### config.mk
export PLATFORM = sky130hd
export DESIGN_NAME = hazard_scoreboard_flat
export DESIGN_NICKNAME = d
export VERILOG_FILES = /design/src/rtl/hazard_pkg.sv /design/src/rtl/hazard_scoreboard_if.sv /design/src/rtl/hazard_match.sv /design/src/rtl/hazard_scoreboard.sv /design/src/flat_wrapper.sv
export SDC_FILE = /design/constraint.sdc
export NUM_CORES = 1
export LEC_CHECK = 0
export CAP_MARGIN = 10
export CORE_MARGIN = 4
export CORE_UTILIZATION = 50
export CTS_CLUSTER_DIAMETER = 80
export CTS_CLUSTER_SIZE = 10
export DETAILED_ROUTE_END_ITERATION = 12
export GPL_TIMING_DRIVEN = 0
export PLACE_DENSITY = 0.84
export SLEW_MARGIN = 15
export SYNTH_ARGS = -nofsm -noshare
export SYNTH_HDL_FRONTEND = slang
export SYNTH_HIERARCHICAL = 1
export SYNTH_SLANG_ARGS = --single-unit
### constraint.sdc
create_clock -name clk -period 4 [get_ports clk]
set_clock_uncertainty 0.05 [all_clocks]
set_input_delay 0.6 -clock clk [delete_from_list [all_inputs] [get_ports clk]]
set_output_delay 0.6 -clock clk [all_outputs]
set_load 0.02 [all_outputs]
### src/rtl/hazard_pkg.sv
// hazard_pkg: scoreboard entry type, forward-select encoding and select-width helper
package hazard_pkg;
  localparam int MAX_AW = 8;
  localparam int MAX_LAT_W = 4;
  localparam int FWD_RF = 0;
  typedef struct packed {
    logic                 valid;
    logic [MAX_AW-1:0]    rd;
    logic [MAX_LAT_W-1:0] lat;
  } sb_entry_t;
  function automatic int sel_w(int depth);
    return depth > 2 ? $clog2(depth) : 1;
  endfunction
endpackage

### src/rtl/hazard_scoreboard_if.sv
// hazard_scoreboard_if: issue/ID-side inputs and stall/forward outputs of the hazard scoreboard
// master drives issue_* and id_* and reads stall, fwd_a/b, stall_cnt; slave is the scoreboard side.
// With HAZARD_BRFWD_EN the bundle also carries id_is_branch and br_fwd_a/b.
interface hazard_scoreboard_if #(
  parameter int NUM_REGS = 32,
  parameter int DEPTH = 3,
  parameter int LAT_W = 2,
  parameter int CNT_W = 16
);
  localparam int REG_AW = $clog2(NUM_REGS);
  localparam int IW = hazard_pkg::sel_w(DEPTH);
  logic              issue_valid;
  logic              issue_we;
  logic [REG_AW-1:0] issue_rd;
  logic [LAT_W-1:0]  issue_lat;
  logic [REG_AW-1:0] id_rs;
  logic [REG_AW-1:0] id_rt;
  logic              id_rs_used;
  logic              id_rt_used;
  logic              stall;
  logic [IW-1:0]     fwd_a;
  logic [IW-1:0]     fwd_b;
  logic [CNT_W-1:0]  stall_cnt;
`ifdef HAZARD_BRFWD_EN
  logic              id_is_branch;
  logic [IW-1:0]     br_fwd_a;
  logic [IW-1:0]     br_fwd_b;
  modport master (output issue_valid, issue_we, issue_rd, issue_lat, id_rs, id_rt, id_rs_used, id_rt_used, id_is_branch,
                  input stall, fwd_a, fwd_b, stall_cnt, br_fwd_a, br_fwd_b);
  modport slave (input issue_valid, issue_we, issue_rd, issue_lat, id_rs, id_rt, id_rs_used, id_rt_used, id_is_branch,
                 output stall, fwd_a, fwd_b, stall_cnt, br_fwd_a, br_fwd_b);
`else
  modport master (output issue_valid, issue_we, issue_rd, issue_lat, id_rs, id_rt, id_rs_used, id_rt_used,
                  input stall, fwd_a, fwd_b, stall_cnt);
  modport slave (input issue_valid, issue_we, issue_rd, issue_lat, id_rs, id_rt, id_rs_used, id_rt_used,
                 output stall, fwd_a, fwd_b, stall_cnt);
`endif
endinterface

### src/rtl/hazard_match.sv
// hazard_match: youngest (lowest-index) valid scoreboard entry in [LO,HI] writing src_i
// Ports: src_i source register (0 never matches), sb_i scoreboard, hit_o/idx_o/lat_o of the match.
module hazard_match
  import hazard_pkg::*;
#(
  parameter int DEPTH = 3,
  parameter int LO = 0,
  parameter int HI = DEPTH - 1,
  parameter int IW = sel_w(DEPTH)
) (
  input  logic [MAX_AW-1:0]    src_i,
  input  sb_entry_t            sb_i [DEPTH],
  output logic                 hit_o,
  output logic [IW-1:0]        idx_o,
  output logic [MAX_LAT_W-1:0] lat_o
);
  always_comb begin
    hit_o = 1'b0;
    idx_o = '0;
    lat_o = '0;
    for (int k = HI; k >= LO; k--)
      if (sb_i[k].valid && sb_i[k].rd == src_i && src_i != '0) begin
        hit_o = 1'b1;
        idx_o = IW'(k);
        lat_o = sb_i[k].lat;
      end
  end
endmodule

### src/rtl/hazard_scoreboard.sv
// hazard_scoreboard: in-flight write scoreboard driving EX forwarding, ID load-use stall and a saturating stall count
// Ports: clk, rst_n (asynchronous, active-low), bus (hazard_scoreboard_if.slave).
// Optional macro HAZARD_BRFWD_EN adds ID branch-operand forwarding and the matching branch stall.
module hazard_scoreboard
  import hazard_pkg::*;
#(
  parameter int NUM_REGS = 32,
  parameter int DEPTH = 3,
  parameter int LAT_W = 2,
  parameter int CNT_W = 16
) (
  input logic clk,
  input logic rst_n,
  hazard_scoreboard_if.slave bus
);
  localparam int REG_AW = $clog2(NUM_REGS);
  localparam int IW = sel_w(DEPTH);
`ifdef HAZARD_BRFWD_EN
  localparam int NM = 6;
`else
  localparam int NM = 4;
`endif
  sb_entry_t            sb_q [DEPTH];
  sb_entry_t            new_d;
  logic [REG_AW-1:0]    ex_rs_q, ex_rs_d, ex_rt_q, ex_rt_d;
  logic [CNT_W-1:0]     cnt_q, cnt_d;
  logic [LAT_W-1:0]     lat_in;
  logic                 stall;
  logic [MAX_AW-1:0]    src [NM];
  logic                 m_hit [NM];
  logic [IW-1:0]        m_idx [NM];
  logic [MAX_LAT_W-1:0] m_lat [NM];
  // Finders 0/1: EX operands over stages 1..DEPTH-1; 2/3: ID stall check over 0..DEPTH-2; 4/5: ID branch over all stages.
  for (genvar i = 0; i < NM; i++) begin : g_m
    assign src[i] = MAX_AW'(i < 2 ? (i == 0 ? ex_rs_q : ex_rt_q) : (i % 2 == 0 ? bus.id_rs : bus.id_rt));
    hazard_match #(
      .DEPTH(DEPTH),
      .LO(i < 2 ? 1 : 0),
      .HI(i == 2 || i == 3 ? DEPTH - 2 : DEPTH - 1),
      .IW(IW)
    ) u_m (
      .src_i(src[i]),
      .sb_i(sb_q),
      .hit_o(m_hit[i]),
      .idx_o(m_idx[i]),
      .lat_o(m_lat[i])
    );
  end
  assign lat_in = bus.issue_lat;
  // A producer at stage j needs lat-j more cycles; branches compare in ID so they need one stage more.
  always_comb begin
    stall = (bus.id_rs_used && m_hit[2] && 32'(m_idx[2]) < 32'(m_lat[2])) ||
            (bus.id_rt_used && m_hit[3] && 32'(m_idx[3]) < 32'(m_lat[3]));
`ifdef HAZARD_BRFWD_EN
    stall = stall || (bus.id_is_branch &&
            ((bus.id_rs_used && m_hit[4] && 32'(m_idx[4]) <= 32'(m_lat[4])) ||
             (bus.id_rt_used && m_hit[5] && 32'(m_idx[5]) <= 32'(m_lat[5]))));
`endif
    new_d.valid = !stall && bus.issue_valid && bus.issue_we && bus.issue_rd != '0;
    new_d.rd = MAX_AW'(bus.issue_rd);
    new_d.lat = 32'(lat_in) > DEPTH - 2 ? MAX_LAT_W'(DEPTH - 2) : MAX_LAT_W'(lat_in);
    ex_rs_d = (!stall && bus.issue_valid && bus.id_rs_used) ? bus.id_rs : '0;
    ex_rt_d = (!stall && bus.issue_valid && bus.id_rt_used) ? bus.id_rt : '0;
    cnt_d = (stall && ~&cnt_q) ? cnt_q + CNT_W'(1) : cnt_q;
  end
  always_ff @(posedge clk or negedge rst_n)
    if (!rst_n) begin
      for (int k = 0; k < DEPTH; k++) sb_q[k] <= '0;
      ex_rs_q <= '0;
      ex_rt_q <= '0;
      cnt_q <= '0;
    end else begin
      sb_q[0] <= new_d;
      for (int k = 1; k < DEPTH; k++) sb_q[k] <= sb_q[k-1];
      ex_rs_q <= ex_rs_d;
      ex_rt_q <= ex_rt_d;
      cnt_q <= cnt_d;
    end
  assign bus.stall = stall;
  assign bus.fwd_a = m_hit[0] ? m_idx[0] : IW'(FWD_RF);
  assign bus.fwd_b = m_hit[1] ? m_idx[1] : IW'(FWD_RF);
  assign bus.stall_cnt = cnt_q;
`ifdef HAZARD_BRFWD_EN
  assign bus.br_fwd_a = (m_hit[4] && 32'(m_idx[4]) > 32'(m_lat[4])) ? m_idx[4] : IW'(FWD_RF);
  assign bus.br_fwd_b = (m_hit[5] && 32'(m_idx[5]) > 32'(m_lat[5])) ? m_idx[5] : IW'(FWD_RF);
`endif
endmodule

### src/flat_wrapper.sv
// flat-port wrapper written by rule: the top's interface ports become plain ports
module hazard_scoreboard_flat import hazard_pkg::*;
#(
  parameter int NUM_REGS = 32,
  parameter int DEPTH = 3,
  parameter int LAT_W = 2,
  parameter int CNT_W = 16
)
  (clk, rst_n, bus_issue_valid, bus_issue_we, bus_issue_rd, bus_issue_lat, bus_id_rs, bus_id_rt, bus_id_rs_used, bus_id_rt_used, bus_stall, bus_fwd_a, bus_fwd_b, bus_stall_cnt);
  hazard_scoreboard_if #(.NUM_REGS(NUM_REGS), .DEPTH(DEPTH), .LAT_W(LAT_W), .CNT_W(CNT_W)) bus_i ();
  input logic clk;
  input logic rst_n;
  input wire logic [$bits(bus_i.issue_valid)-1:0] bus_issue_valid;
  input wire logic [$bits(bus_i.issue_we)-1:0] bus_issue_we;
  input wire logic [$bits(bus_i.issue_rd)-1:0] bus_issue_rd;
  input wire logic [$bits(bus_i.issue_lat)-1:0] bus_issue_lat;
  input wire logic [$bits(bus_i.id_rs)-1:0] bus_id_rs;
  input wire logic [$bits(bus_i.id_rt)-1:0] bus_id_rt;
  input wire logic [$bits(bus_i.id_rs_used)-1:0] bus_id_rs_used;
  input wire logic [$bits(bus_i.id_rt_used)-1:0] bus_id_rt_used;
  output wire logic [$bits(bus_i.stall)-1:0] bus_stall;
  output wire logic [$bits(bus_i.fwd_a)-1:0] bus_fwd_a;
  output wire logic [$bits(bus_i.fwd_b)-1:0] bus_fwd_b;
  output wire logic [$bits(bus_i.stall_cnt)-1:0] bus_stall_cnt;
  assign bus_i.issue_valid = bus_issue_valid;
  assign bus_i.issue_we = bus_issue_we;
  assign bus_i.issue_rd = bus_issue_rd;
  assign bus_i.issue_lat = bus_issue_lat;
  assign bus_i.id_rs = bus_id_rs;
  assign bus_i.id_rt = bus_id_rt;
  assign bus_i.id_rs_used = bus_id_rs_used;
  assign bus_i.id_rt_used = bus_id_rt_used;
  assign bus_stall = bus_i.stall;
  assign bus_fwd_a = bus_i.fwd_a;
  assign bus_fwd_b = bus_i.fwd_b;
  assign bus_stall_cnt = bus_i.stall_cnt;
  hazard_scoreboard #(.NUM_REGS(NUM_REGS), .DEPTH(DEPTH), .LAT_W(LAT_W), .CNT_W(CNT_W)) u_core (.clk(clk), .rst_n(rst_n), .bus(bus_i));
endmodule
==> flow_summary.ini <==
[run_status]
status = complete, no violations

[timing]
period_needed_ns = 3.86
tightestPinTransition_ns = 0.561
hold_violations = 0
whs_ns = 0.221
min_period_over_period_pct = 96.4
fmax_mhz = 259
relSlewSlack_pct = 62.6
setup_violations = 0
setup_slack_ns = 0.143
rsz0062_at_grt = no
final.setup.tns_ns = 0
slew_violations = 0

[routing]
routed_wl_um = 6740
via_per_inst = 5.08
drtAntennaViolNets = 0
drt_iter0_drc = 142
drc = 0
vias = 2462
dr.pass1.iters = 4
wl_per_cell_um = 13.9

[worst_setup_path]
slowest_stage = or4_4
crit_path_max_fanout = 19
cp.required_ns = 3.35
cp.arrival_ns = 3.21
cp_num_buf_inv = 5
endpoint_kind = output pin
path_delay_family = simple AND/OR/NAND/NOR gates
cpPeakStageDelay_ns = 0.56
crit_type = primary input to output pin
cp-start-kind = primary input
worstPathCellList = dlygate4sd2_1 > or4_4 > nor2_4 > nor4_4 > mux2_4 > inv_1 > ha_1 > nor2_1 > nor4_2 > o22a_1 > buf_12 > inv_1 > dlygate4sd2_1

[die]
initial_core_util_pct = 52.2
die-height_um = 87.1
core_mm2 = 0.00599
dieWidth_um = 87.1
pin_count = 44
num_rows = 28
dieArea_mm2 = 0.00758

[global_route]
gr-total-overflow = 0
grt_start_max_net_pins = 27
grt_pass1_vias = 2472
antenna_found_initial = 0
grt_pass1_wl_um = 11300
grt_usage_pct = 19.2

[layout]
layout_common_cells = conb_1 (71), xnor2_1 (63), dfrtp_1 (48)
drive_above_1_share_pct = 15.6
seq_area_mm2 = 0.00120
area_growth_pct = 31.2
final_common_cell = conb_1
antenna-diode-count = 0
stdcell_area_mm2 = 0.00410
final_core_util_pct = 68.5
final_nets = 435
nFillCells = 447
multi_input_area_mm2 = 0.00213

[clock_tree]
clk_latency_ns = 0.31
root_buffer = clkbuf_8
hold_buffers = 0
path_clk_slew_ns = 0.09
ctsLongestPathBuffers = 2
cts_tree = built
cts_sinks = 48
cts_buffers = 5
h-tree-depth = 2

[power_and_ir_drop]
cellLeakagePower_nw = 1.69
power_density_mw_per_mm2 = 257
peakVddDrop_mv = 0.299

[place]
dp_slack_ns = -0.557
gp_congestion = 0.838
place_area_mm2 = 0.00393
numPortBuffers = 43
dpl.hpwl_um = 5190

[hold_path]
min_path_type = primary input to asynchronous set/reset pin

[yosys]
syn-cell-area_mm2 = 0.00313
synth_warnings = 6
syn_area_per_cell_um2 = 10.9
syn_inst = 286

[run]
maxCapViolCount = 0
## final cells by class
class	count	share of cell area [%]
multi-input cells	296	52.0
plain buffers	6	1.40
clock buffers	7	2.35
flip-flops and latches	48	29.3
well taps	75	2.29
clock inverters	1	0.732
inverters	3	0.275
repair buffers	49	11.6
## layer usage
layer / track usage [%] / wire length, um / vias up
li1: - / - / 1183
met1: 23.4 / 2810 / 1189
met2: 34.0 / 3520 / 76
met3: 3.88 / 303 / 14
met4: 5.52 / 105 / 0
met5: 0 / 0 / -
## state kept, by name (all words and copies together) (netlist names)
register,cells
u_core/ex_rt_q,5
u_core/sb_q,22
u_core/ex_rs_q,5
u_core/bus.stall_cnt,16
## path summary, 6_finish.rpt
kind	cells past startpoint	slack, ns	startpoint	to
max in group asynchronous	2	3.15	rst_n	u_core/sb_q[21]$_DFF_PN0_
hold / removal	1	0.22	rst_n	u_core/bus.stall_cnt[1]$_DFFE_PN0P_
hold reg to reg	0	0.38	u_core/sb_q[27]$_DFF_PN0_	u_core/sb_q[14]$_DFF_PN0_
min in group clk	0	0.38	u_core/sb_q[27]$_DFF_PN0_	u_core/sb_q[14]$_DFF_PN0_
setup reg to reg	12	0.74	u_core/sb_q[21]$_DFF_PN0_	u_core/bus.stall_cnt[12]$_DFFE_PN0P_
setup / recovery	13	0.14	bus_id_rt[0]	bus_stall
## repair_timing
action / CTS / global route
pin swaps: 7 / 4
gates resized for setup: 13 / 4
setup endpoints to repair: 1 / 1
buffers inserted: 5 / 0
## through the flow
step | power (W) | instances
floorplan | 0.000628 | 354
global placement | 0.000679 | 472
detailed placement | 0.000686 | 473
CTS | 0.00106 | 485
global route | 0.00110 | 485
finish | 0.00106 | 485
## where the power goes
part / internal (W) / leakage, nW / total [W] / switching (W)
Combinational: 0.0000788 / 1.01 / 0.000155 / 0.0000764
Clock: 0.000220 / 0.0645 / 0.000376 / 0.000155
Sequential: 0.000500 / 0.615 / 0.000525 / 0.0000241
Power figures use the tool's default switching activity.
==> RTL change (same settings) <==
`CNT_W` is set to 16 in 3 places; all go to 20.
--- a/src/rtl/hazard_scoreboard_if.sv
+++ b/src/rtl/hazard_scoreboard_if.sv
@@ -6,5 +6,5 @@
   parameter int DEPTH = 3,
   parameter int LAT_W = 2,
-  parameter int CNT_W = 16
+  parameter int CNT_W = 20
 );
   localparam int REG_AW = $clog2(NUM_REGS);
--- a/src/rtl/hazard_scoreboard.sv
+++ b/src/rtl/hazard_scoreboard.sv
@@ -8,5 +8,5 @@
   parameter int DEPTH = 3,
   parameter int LAT_W = 2,
-  parameter int CNT_W = 16
+  parameter int CNT_W = 20
 ) (
   input logic clk,
--- a/src/flat_wrapper.sv
+++ b/src/flat_wrapper.sv
@@ -5,5 +5,5 @@
   parameter int DEPTH = 3,
   parameter int LAT_W = 2,
-  parameter int CNT_W = 16
+  parameter int CNT_W = 20
 )
   (clk, rst_n, bus_issue_valid, bus_issue_we, bus_issue_rd, bus_issue_lat, bus_id_rs, bus_id_rt, bus_id_rs_used, bus_id_rt_used, bus_stall, bus_fwd_a, bus_fwd_b, bus_stall_cnt);
Ports: changed (resized bus_stall_cnt); port bits go from 44 to 48. The function was not compared with the original's and may differ.
==> RTL change against the unedited design <==
  * Sequential cell count rose by 4
  * Sequential share of layout area rose by 1.0 points
  * Wire length rose by 4.4%
  * Core utilization fell by 0.80 points
  * Count of clock-buffer cells in the layout fell by 1
  * Synthesized area rose by 4.2%
  * Die area rose by 3.8%
  * Largest power group unchanged
  * Critical path depth fell by 2
  * Highest routed layer unchanged
  * Global-route usage fell by 0.29 points
  * Worst setup slack got worse by 0.016 ns
  * Design area rose by 4.8%
  * Total power rose by 1.1%
  * Hold slack got worse by 0.0097 ns
  * Synthesized cell count rose by 3.8%
==> RTL change: results (changes against the unedited design) <==
* Final hold slack at 0.212 ns (-0.00967 ns)
* NumNets Final at 454 (+4.4%)
* Met1 Wirelength at 2940 µm (+4.6%)
* Clock Path Buffers at 2 (unchanged)
* Yosys warns at 6 (unchanged)
* Global-route track usage on met3 at 0.0326 (-0.00620)
* Routability congestion estimate at 0.816 (-2.7%)
* Critical Path Source: bus_id_rs[0]
* Largest net degree at the start of global routing at 32 (+19%)
* Status: finished, final reports clean
* Slowest CP cell: or4_4
* # port buffers at 47 (+9.3%)
* DRT iter0 DRCs at 98 (-31%)
* N_diodes at 0 (unchanged)
* Number of global-route vias before repair at 2589 (+4.7%)
* Max stage delay on crit path at 0.56 ns (about the same)
* Slew @ Worst Pin at 0.505 ns (-0.0561 ns)
* Vias per cell at 5.02 (-1.0%)
* Top reg by flops: u_core/sb_q
* Max reg flops at 22 (unchanged)
* Routed met2 length at 3690 µm (+4.7%)
* R2R depth at 13 (+1)
* RR Endpoint: u_core/bus.stall_cnt[14]
* Share of cells above drive strength 1 at 0.152 (-0.00458)
* CP arrival at 3.22 ns (about the same)
* GRT met1 Usage at 0.224 (-0.00992)
* Routed wl met3 at 248 µm (-18%)
* Gate Count Post-Synth at 297 (+3.8%)
* WL final at 7030 µm (+4.4%)
* Global Route Usage Sum at 0.189 (-0.00292)
* Initial antenna violation count at 0 (unchanged)
* First-pass GRT wire length at 11700 µm (+3.9%)
* Post-place setup slack at -0.535 ns (+0.0212 ns)
* Clk slew on worst S/H paths at 0.09 ns (about the same)
* Worst Hold Class: input pin to async pin
* CP top delay family: simple AND/OR/NAND/NOR gates
* Cells after DPL at 490 (+3.6%)
* Worst skew pair latency at 0.29 ns (-0.02 ns)
* CTS root buffer: clkbuf_8
* Placed cell area at 4100 µm² (+4.3%)
* 1st-pass router iterations at 4 (unchanged)
* Maximum VDD drop at 0.253 mV (-15%)
* Avg WL per Cell at 13.9 µm (about the same)
* Worst R2R Start: u_core/sb_q[19]
* Reg2reg setup slack at 0.86 ns (+0.12 ns)
* CP Max Fanout at 6 (-13)
* Top sig layer: met4
* Inserted Clock Buffers at 5 (unchanged)
* Detailed Place HPWL at 5400 µm (+4.0%)
* Met2 Track Usage GR at 0.348 (+0.00794)
* P_leak at 1.79 nW (+6.0%)
* H-Tree Depth at 2 (unchanged)
[RTL change: how the worst max path moves through the flow]
stage                endpoint  slack (ns)  cells after the start
CTS                 bus_stall       0.008                     12
global route        bus_stall        0.05                     12
finish              bus_stall        0.13                     11
floorplan           bus_stall        0.84                     10
global placement    bus_stall       -0.48                     12
detailed placement  bus_stall       -0.54                     12
[RTL change: cell type report]
type / instances / area [µm²]
Multi-Input combinational cell: 307 / 2210
Buffer: 3 / 26.3
Sequential cell: 52 / 1300
Clock buffer: 6 / 72.6
Timing Repair Buffer: 56 / 543
Clock inverter: 2 / 35.0
Inverter: 3 / 11.3
Tap cell: 77 / 96.3
Fill cell: 477 / 2050
[RTL change: repair_timing]
item	in CTS	in global routing
setup endpoints to repair	1	1
setup buffers	6	2
pin swaps	5	5
gates resized for setup	11	6
[RTL change: power breakdown]
group	leakage (nW)	switching [mW]	internal, mW	total, mW
Sequential	0.671	0.0241	0.541	0.565
Clock	0.0552	0.160	0.186	0.346
Combinational	1.06	0.0782	0.0774	0.156
